==> src/rtl/deserializador_de_bytes_if.sv <==
// Serial-in / word-out bundle for the byte deserializer.
// master = serial feeder and downstream reader; slave = the deserializer itself.
interface deserializador_de_bytes_if #(
    parameter int WIDTH = 8,
    parameter int DEPTH = 4
);
    logic                     serial_in;
    logic                     serial_vld;
    logic                     ready_in;
    logic [WIDTH-1:0]         data_out;
    logic                     valid_out;
    logic [$clog2(DEPTH):0]   level;
    logic                     overflow;

    modport master (
        output serial_in, serial_vld, ready_in,
        input  data_out, valid_out, level, overflow
    );

    modport slave (
        input  serial_in, serial_vld, ready_in,
        output data_out, valid_out, level, overflow
    );
endinterface

==> src/rtl/deserializador_de_bytes.sv <==
// Serial-to-word deserializer feeding a small register FIFO.
// Output handshake: a word transfers at a posedge where valid_out && ready_in; valid_out/data_out hold until then.
module deserializador_de_bytes #(
    parameter int WIDTH     = 8,
    parameter int DEPTH     = 4,
    parameter bit MSB_FIRST = 1'b1
) (
    input  logic                        clk,
    input  logic                        reset,
    deserializador_de_bytes_if.slave    bus
);
    localparam int PW = $clog2(DEPTH);
    localparam int LW = PW + 1;
    localparam int CW = (WIDTH > 1) ? $clog2(WIDTH) : 1;

    logic [CW-1:0]    bitcnt_q, bitcnt_d;
    logic [WIDTH-1:0] shift_q, shift_d;
    logic [PW-1:0]    wr_ptr_q, wr_ptr_d;
    logic [PW-1:0]    rd_ptr_q, rd_ptr_d;
    logic [LW-1:0]    level_q, level_d;
    logic             overflow_q, overflow_d;
    logic [WIDTH-1:0] mem_q [DEPTH];
    logic [WIDTH-1:0] mem_d [DEPTH];

    logic [WIDTH-1:0] shift_next;
    logic             word_done;
    logic             full;
    logic             pop;
    logic             push;

    always_comb begin
        shift_next = shift_q;
        if (MSB_FIRST) begin
            shift_next = {shift_q[WIDTH-2:0], bus.serial_in};
        end else begin
            shift_next = {bus.serial_in, shift_q[WIDTH-1:1]};
        end
    end

    assign word_done = bus.serial_vld && (bitcnt_q == CW'(WIDTH - 1));
    assign full      = (level_q == LW'(DEPTH));
    assign pop       = (level_q != '0) && bus.ready_in;
    // A full FIFO still accepts the new word when the head leaves in the same cycle.
    assign push      = word_done && (!full || pop);

    always_comb begin
        bitcnt_d   = bitcnt_q;
        shift_d    = shift_q;
        wr_ptr_d   = wr_ptr_q;
        rd_ptr_d   = rd_ptr_q;
        level_d    = level_q;
        overflow_d = overflow_q;
        mem_d      = mem_q;

        if (bus.serial_vld) begin
            shift_d = shift_next;
            if (word_done) begin
                bitcnt_d = '0;
            end else begin
                bitcnt_d = bitcnt_q + 1'b1;
            end
        end

        if (push) begin
            mem_d[wr_ptr_q] = shift_next;
            wr_ptr_d        = wr_ptr_q + 1'b1;
        end
        if (word_done && !push) begin
            overflow_d = 1'b1;
        end

        if (pop) begin
            rd_ptr_d = rd_ptr_q + 1'b1;
        end

        if (push && !pop) begin
            level_d = level_q + 1'b1;
        end else if (pop && !push) begin
            level_d = level_q - 1'b1;
        end
    end

    always_ff @(posedge clk) begin
        if (!reset) begin
            bitcnt_q   <= '0;
            shift_q    <= '0;
            wr_ptr_q   <= '0;
            rd_ptr_q   <= '0;
            level_q    <= '0;
            overflow_q <= 1'b0;
        end else begin
            bitcnt_q   <= bitcnt_d;
            shift_q    <= shift_d;
            wr_ptr_q   <= wr_ptr_d;
            rd_ptr_q   <= rd_ptr_d;
            level_q    <= level_d;
            overflow_q <= overflow_d;
        end
    end

    // Storage needs no reset: it is only observable through rd_ptr while level != 0.
    always_ff @(posedge clk) begin
        mem_q <= mem_d;
    end

    assign bus.valid_out = (level_q != '0);
    assign bus.data_out  = (level_q != '0) ? mem_q[rd_ptr_q] : '0;
    assign bus.level     = level_q;
    assign bus.overflow  = overflow_q;
endmodule

==> src/flat_wrapper.sv <==
// flat-port wrapper written by rule: the top's interface ports become plain ports
module deserializador_de_bytes_flat 
#(
    parameter int WIDTH     = 8,
    parameter int DEPTH     = 4,
    parameter bit MSB_FIRST = 1'b1
)
  (clk, reset, bus_serial_in, bus_serial_vld, bus_ready_in, bus_data_out, bus_valid_out, bus_level, bus_overflow);
  deserializador_de_bytes_if #(.WIDTH(WIDTH), .DEPTH(DEPTH)) bus_i ();
  input  logic clk;
  input  logic reset;
  input wire logic [$bits(bus_i.serial_in)-1:0] bus_serial_in;
  input wire logic [$bits(bus_i.serial_vld)-1:0] bus_serial_vld;
  input wire logic [$bits(bus_i.ready_in)-1:0] bus_ready_in;
  output wire logic [$bits(bus_i.data_out)-1:0] bus_data_out;
  output wire logic [$bits(bus_i.valid_out)-1:0] bus_valid_out;
  output wire logic [$bits(bus_i.level)-1:0] bus_level;
  output wire logic [$bits(bus_i.overflow)-1:0] bus_overflow;
  assign bus_i.serial_in = bus_serial_in;
  assign bus_i.serial_vld = bus_serial_vld;
  assign bus_i.ready_in = bus_ready_in;
  assign bus_data_out = bus_i.data_out;
  assign bus_valid_out = bus_i.valid_out;
  assign bus_level = bus_i.level;
  assign bus_overflow = bus_i.overflow;
  deserializador_de_bytes #(.WIDTH(WIDTH), .DEPTH(DEPTH), .MSB_FIRST(MSB_FIRST)) u_core (.clk(clk), .reset(reset), .bus(bus_i));
endmodule
==> config.mk <==
export PLATFORM = sky130hd
export DESIGN_NAME = deserializador_de_bytes_flat
export DESIGN_NICKNAME = d
export VERILOG_FILES = /design/src/rtl/deserializador_de_bytes_if.sv /design/src/rtl/deserializador_de_bytes.sv /design/src/flat_wrapper.sv
export SDC_FILE = /design/constraint.sdc
export NUM_CORES = 1
export LEC_CHECK = 0
export CORE_ASPECT_RATIO = 0.7
export CORE_UTILIZATION = 30
export CTS_CLUSTER_DIAMETER = 40
export DETAILED_ROUTE_END_ITERATION = 12
export GPL_TIMING_DRIVEN = 0
export PLACE_DENSITY_LB_ADDON = 0.12
export SLEW_MARGIN = 20
export SYNTH_ARGS = -nofsm -noshare
export SYNTH_HDL_FRONTEND = slang
export SYNTH_SLANG_ARGS = --single-unit
==> constraint.sdc <==
create_clock -name clk -period 2.1 [get_ports clk]
set_input_delay 0.42 -clock clk [delete_from_list [all_inputs] [get_ports clk]]
set_output_delay 0.42 -clock clk [all_outputs]
set_load 0.02 [all_outputs]
==> results of run 1 <==
worst max-delay path, cell delays in order (launching register included):
cell and delay [ns]:
dfxtp_2 0.37, ha_4 0.14, ha_4 0.12, nand2_2 0.06, nor2_4 0.12, ha_2 0.18
inv_1 0.05, fa_2 0.33, xor2_1 0.15, or3_1 0.31, a21boi_1 0.12
where the power goes:
| part | switching (mW) | internal [mW] | leakage (nW) |
|---|---|---|---|
| Combinational | 0.419 | 0.385 | 0.412 |
| Clock | 0.312 | 0.236 | 0.0452 |
| Sequential | 0.0738 | 1.08 | 0.441 |
| Total | 0.804 | 1.70 | 0.898 |
cells in the final DEF (no fill, tap or decap), types with 2 or more instances in the layout:
master	synthesis	routed
a21boi_1	3	3
and2_1	7	7
buf_2	2	8
buf_4	1	11
clkbuf_1	2	3
clkbuf_8	0	5
clkdlybuf4s50_1	0	5
dfxtp_1	18	13
dfxtp_2	0	4
dlygate4sd2_1	0	2
edfxtp_1	32	32
ha_1	7	4
ha_4	0	2
inv_1	4	4
mux2i_1	10	10
mux4_2	8	8
nand2_1	7	6
nor2b_1	18	17
or3_1	2	2
xnor2_1	2	2
stage by stage:
stage	TNS, ns	setup slack, ns	hold slack, ns	area [um2]
after global placement	-0.7849	-0.3943	0.4819	2399
after detailed placement	-1.116	-0.4225	0.4927	2399
final	0	0.07613	0.4887	2587
after CTS	0	0.01405	0.5141	2534
after global routing	-0.01487	-0.01487	0.5355	2587
after floorplan	0	0.02155	0.4594	2131
worst max path at each step:
| stage | startpoint | endpoint | depth (start not counted) |
|---|---|---|---|
| final | u_core.bitcnt_q[0] | u_core.bus.level[2] | 10 |
| after global routing | u_core.bitcnt_q[0] | u_core.bus.level[2] | 10 |
| after CTS | u_core.bitcnt_q[0] | u_core.bus.level[2] | 10 |
| after detailed placement | bus_ready_in | u_core.bus.level[2] | 9 |
| after global placement | bus_ready_in | u_core.bus.level[2] | 9 |
| after floorplan | u_core.bitcnt_q[0] | u_core.bus.level[2] | 10 |
logic make-up (layout without fill, tap and decap cells):
family	Yosys count	after routing
adders and majority gates	8	8
AOI/OAI and AO/OA	9	9
muxes	18	18
DFF	50	50
xor gates and xnor gates	3	3
and+or+nand+nor	40	40
buffers and inverters	12	44
routing by layer:
metal  GRT usage  share of wire
met5           0              0
met4     0.03333         0.0085
met3     0.03179          0.032
met2      0.1939           0.48
met1      0.1569           0.48
state kept, by name, summed over array words and instances (netlist names):
register / flops
u_core.rd_ptr_q: 2
u_core.wr_ptr_q: 2
u_core.mem_q: 32
u_core.bus.overflow: 1
u_core.shift_q: 7
u_core.bus.level: 3
u_core.bitcnt_q: 3
cell type report:
| class | instances | area share |
|---|---|---|
| Buffer | 7 | 0.02031 |
| Clock buffer | 6 | 0.02805 |
| Clock inverter | 2 | 0.005319 |
| Inverter | 5 | 0.007253 |
| Multi-Input combinational cell | 78 | 0.3032 |
| Sequential cell | 50 | 0.5140 |
| Tap cell | 94 | 0.04545 |
| Timing Repair Buffer | 24 | 0.07640 |
timing repair:
| action | CTS | global route |
|---|---|---|
| pin swaps | 1 | 2 |
| setup buffers | 5 | 3 |
| cloned | 1 | 0 |
| gates resized for setup | 44 | 6 |
| setup endpoints to repair | 11 | 9 |
==> qor.yml, run 1 <==
status: "completed"
synth_adder_area_share: 0.05116
synth_top_family_by_area: "multiplexers"
cts_buffer_depth: 2
clkTransAtPathRegs_ns: 0.09
post-synth-top-count-cell: "edfxtp_1"
drt_pre_antenna_iters: 6
worst_r2r_endpoint: "u_core.bus.level[2]"
die_x_um: 102.1
grt_pass1_wl_um: 6292
synth_top_area_frac: 0.4569
worstHoldPathCells: 2
ys_seq_area_frac: 0.6282
nets: 184
vdd_drop_max_v: 0.0002941
clock_latency_ns: 0.30
ys_async_sr_fraction: 0
muxShareOfSynthArea: 0.1333
yosys-top-cells-count: "edfxtp_1 (32), dfxtp_1 (18), nor2b_1 (18), mux2i_1 (10), mux4_2 (8)"
synth.area.top_cells: "edfxtp_1 (46%), dfxtp_1 (17%), mux4_2 (8.6%)"
num_vias: 1175
synth_cell_types: 32
timing.fmax_mhz: 494.1
syn_to_final_growth_pct: 23.02
finalCritPeriodShare: 0.9637
core_mm2: 0.006756
ctsHtreeMaxLevel: 2
timing.final.max_slew_violations: 0
worst_r2r_path_depth: 10
grt_max_degree: 16
cts-root-buf: "clkbuf_8"
port_buffers: 15
final_cells: 266
routed_via_density: 4.417
ant_nets: 0
n_antenna_cell: 0
die_y_um: 72.06
synth_cells: 140
worstHoldEndpoint: "u_core.bitcnt_q[0]"
start_kind: "flip-flop"
drtIter0Drc: 50
grt_overflow: 0
synthFlopType: "edfxtp_1"
fin_worst_skew_ns: 0.01209
maxCapViolCount: 0
fin_util: 0.3830
hold_start: "reset"
numClockSinks: 50
min_path_type: "in2reg"
syn_nets: 153
synth_seq_cells: 50
finalPower_mw: 2.501
cts_made_buffers: 5
initial_core_util: 0.3113
yosysWarnings: 0
wire_per_inst_um: 14.60
syn_area_per_cell_um2: 15.02
r2r_start: "u_core.bitcnt_q[0]"
placedCellCount: 249
worstSetupEndpointType: "flip-flop"
relSlewSlack: 0.6710
path_max_fanout: 2
grt_pass1_vias: 1199
antenna_found_initial: 0
num_rows: 25
cts_tree: "built"
grt_use_total: 0.1190
dpl.hpwl_um: 2524
route.final.wire_length_um: 3884
critical_path_class: "reg2reg"
worst_slew_pin_slew_ns: 0.4935
fin_crit_ns: 2.024
p_leak_nw: 0.8981
setup_viol: 0
arrival_ns: 2.26
crit_required_ns: 2.34
drive_above_1_share: 0.3023
power_density_mw_per_mm2: 966.5
multi_input_area_um2: 784.5
finalWeightedCongestion: 0.6951
drc: 0
synth.cell_area_mm2: 0.002103
synthXorXnorAreaFrac: 0.01249
fillers: 666
seqCellArea_mm2: 0.001330
synth-compound-area-share: 0.03093
cts_hold_buffers: 0
rrSetupSlack_ns: 0.08
io_pins: 18
synth_top_area_cell: "edfxtp_1"
dieArea_mm2: 0.007355
synth-edff-count: 32
yosys.area_share.simple: 0.1154
hold_viol_final: 0
(Power assumes the default switching activity.)
==> run 2: changes to the inputs <==
--- a/config.mk
+++ b/config.mk
@@ -7,11 +7,9 @@
 export LEC_CHECK = 0
 export CORE_ASPECT_RATIO = 0.7
 export CORE_UTILIZATION = 30
-export CTS_CLUSTER_DIAMETER = 40
 export DETAILED_ROUTE_END_ITERATION = 12
 export GPL_TIMING_DRIVEN = 0
-export PLACE_DENSITY_LB_ADDON = 0.12
-export SLEW_MARGIN = 20
+export SLEW_MARGIN = 15
 export SYNTH_ARGS = -nofsm -noshare
 export SYNTH_HDL_FRONTEND = slang
 export SYNTH_SLANG_ARGS = --single-unit
==> run 2 against run 1 <==
Effect of this change: critical endpoint is now bus_data_out[4]; non-clock buffer count decreased by 2; count of clock-buffer cells in the layout shrank 1; core utilization fell by 0.46 points; largest cell class unchanged; sequential power about the same; combinational power fell by 0.7%; critical path type is now reg2out; clock power rose by 2%; highest routed layer unchanged; critical path depth decreased by 6; worst hold slack worse by 0.0054 ns; register-to-register slack about the same; total power decreased by 0.49%.
==> qor.yml, run 2 (synthesized netlist as in run 1, its figures left out) <==
status: "completed"
path_cells: "bufbuf_16 -> mux4_2 -> nor2b_4 -> buf_4"
ctsHtreeMaxLevel: 2
seqCellArea_mm2: 0.001328
critical_path_class: "reg2out"
grt_pass1_wl_um: 6058
cts_hold_buffers: 0
fillers: 681
multi_input_area_um2: 775.7
crit_buf_inv: 2
fin_util: 0.3783
initial_core_util: 0.3113
fin_worst_skew_ns: 0.008592
drc: 0
finalCritPeriodShare: 0.9989
finalWeightedCongestion: 0.6758
worst_slew_pin_slew_ns: 0.4414
dpl.hpwl_um: 2457
placedCellCount: 249
top_regs: "u_core.mem_q: 32 flops, u_core.shift_q: 7 flops"
arrival_ns: 1.68
maxCapViolCount: 0
timing.final.max_slew_violations: 0
cp_slowest_cell: "mux4_2"
worstHoldPathCells: 2
largest_register_ffs: 32
die_y_um: 72.06
grt_overflow: 0
p_leak_nw: 0.8850
nets: 182
final_area_mm2: 0.002556
ant_nets: 0
clock_latency_ns: 0.30
setup_ws_ns: 0.002352
path_max_fanout: 4
cp_slowest_stage_delay_ns: 0.50
dieArea_mm2: 0.007355
fin_crit_ns: 2.098
cp_num_cells: 4
largest_register: "u_core.mem_q"
finalPower_mw: 2.488
drive_above_1_share: 0.2941
timing.fmax_mhz: 476.7
power_density_mw_per_mm2: 973.5
cts-root-buf: "clkbuf_8"
io_pins: 18
final_common_cell: "edfxtp_1"
layout_common_cells: "edfxtp_1 (32), nor2b_1 (17), dfxtp_1 (13), buf_4 (10), mux2i_1 (10)"
syn_to_final_growth_pct: 21.53
wire_per_inst_um: 14.48
routed_via_density: 4.288
worst_r2r_path_depth: 7
rsz0062_at_grt: "yes"
fin_hold_ws_ns: 0.4834
grt_use_total: 0.1153
clkTransAtPathRegs_ns: 0.09
grt_max_degree: 17
cts_tree: "built"
num_vias: 1132
pre_cts_slack_ns: -0.4526
n_antenna_cell: 0
route.final.wire_length_um: 3824
start_kind: "flip-flop"
vdd_drop_max_v: 0.0003286
setup_viol: 0
crit_required_ns: 1.68
worstSetupEndpointType: "output pin"
drt_pre_antenna_iters: 4
place_area_mm2: 0.002399
die_x_um: 102.1
final_cells: 264
hold_viol_final: 0
core_mm2: 0.006756
antenna_found_initial: 0
min_path_type: "in2reg"
port_buffers: 15
drtIter0Drc: 46
cts_made_buffers: 5
cts_buffer_depth: 2
finalSetupTns_ns: 0
relSlewSlack: 0.7058
numClockSinks: 50
critPathTopFamily: "multiplexers"
grt_pass1_vias: 1167
num_rows: 25
## run 2: per-layer routing
metal / GRT usage / vias to the layer above / routed length (um)
li1: - / 560 / -
met1: 0.1504 / 553 / 1925
met2: 0.1812 / 15 / 1745
met3: 0.03854 / 4 / 127
met4: 0.03810 / 0 / 26
met5: 0 / - / 0
## run 2: final cells by class
| cell class | instances | area share |
|---|---|---|
| flip-flops and latches | 50 | 0.5193 |
| multi-input cells | 78 | 0.3035 |
| repair buffers | 23 | 0.07636 |
| well taps | 94 | 0.04601 |
| clock buffers | 5 | 0.02692 |
| plain buffers | 6 | 0.01273 |
| clock inverters | 3 | 0.007832 |
| inverters | 5 | 0.007342 |
## run 2: final timing paths
path | startpoint | end | slack (ns)
min | reset | u_core.bitcnt_q[0] | 0.48
max | u_core.rd_ptr_q[0] | bus_data_out[4] | 0.002
max reg2reg | u_core.bus.level[0] | u_core.bus.level[2] | 0.08
min reg2reg | u_core.bus.overflow | u_core.bus.overflow | 0.51
## run 2: timing repair
action / CTS / global route
pin swaps: 1 / 1
endpoints found under the setup margin: 11 / 9
gates resized for setup: 42 / 3
buffers inserted: 7 / 0
cloned: 1 / 0
## run 2: where the power goes
| group | internal [mW] | switching, mW |
|---|---|---|
| Combinational | 0.378 | 0.418 |
| Sequential | 1.08 | 0.0601 |
| Clock | 0.235 | 0.321 |
| Total | 1.69 | 0.800 |
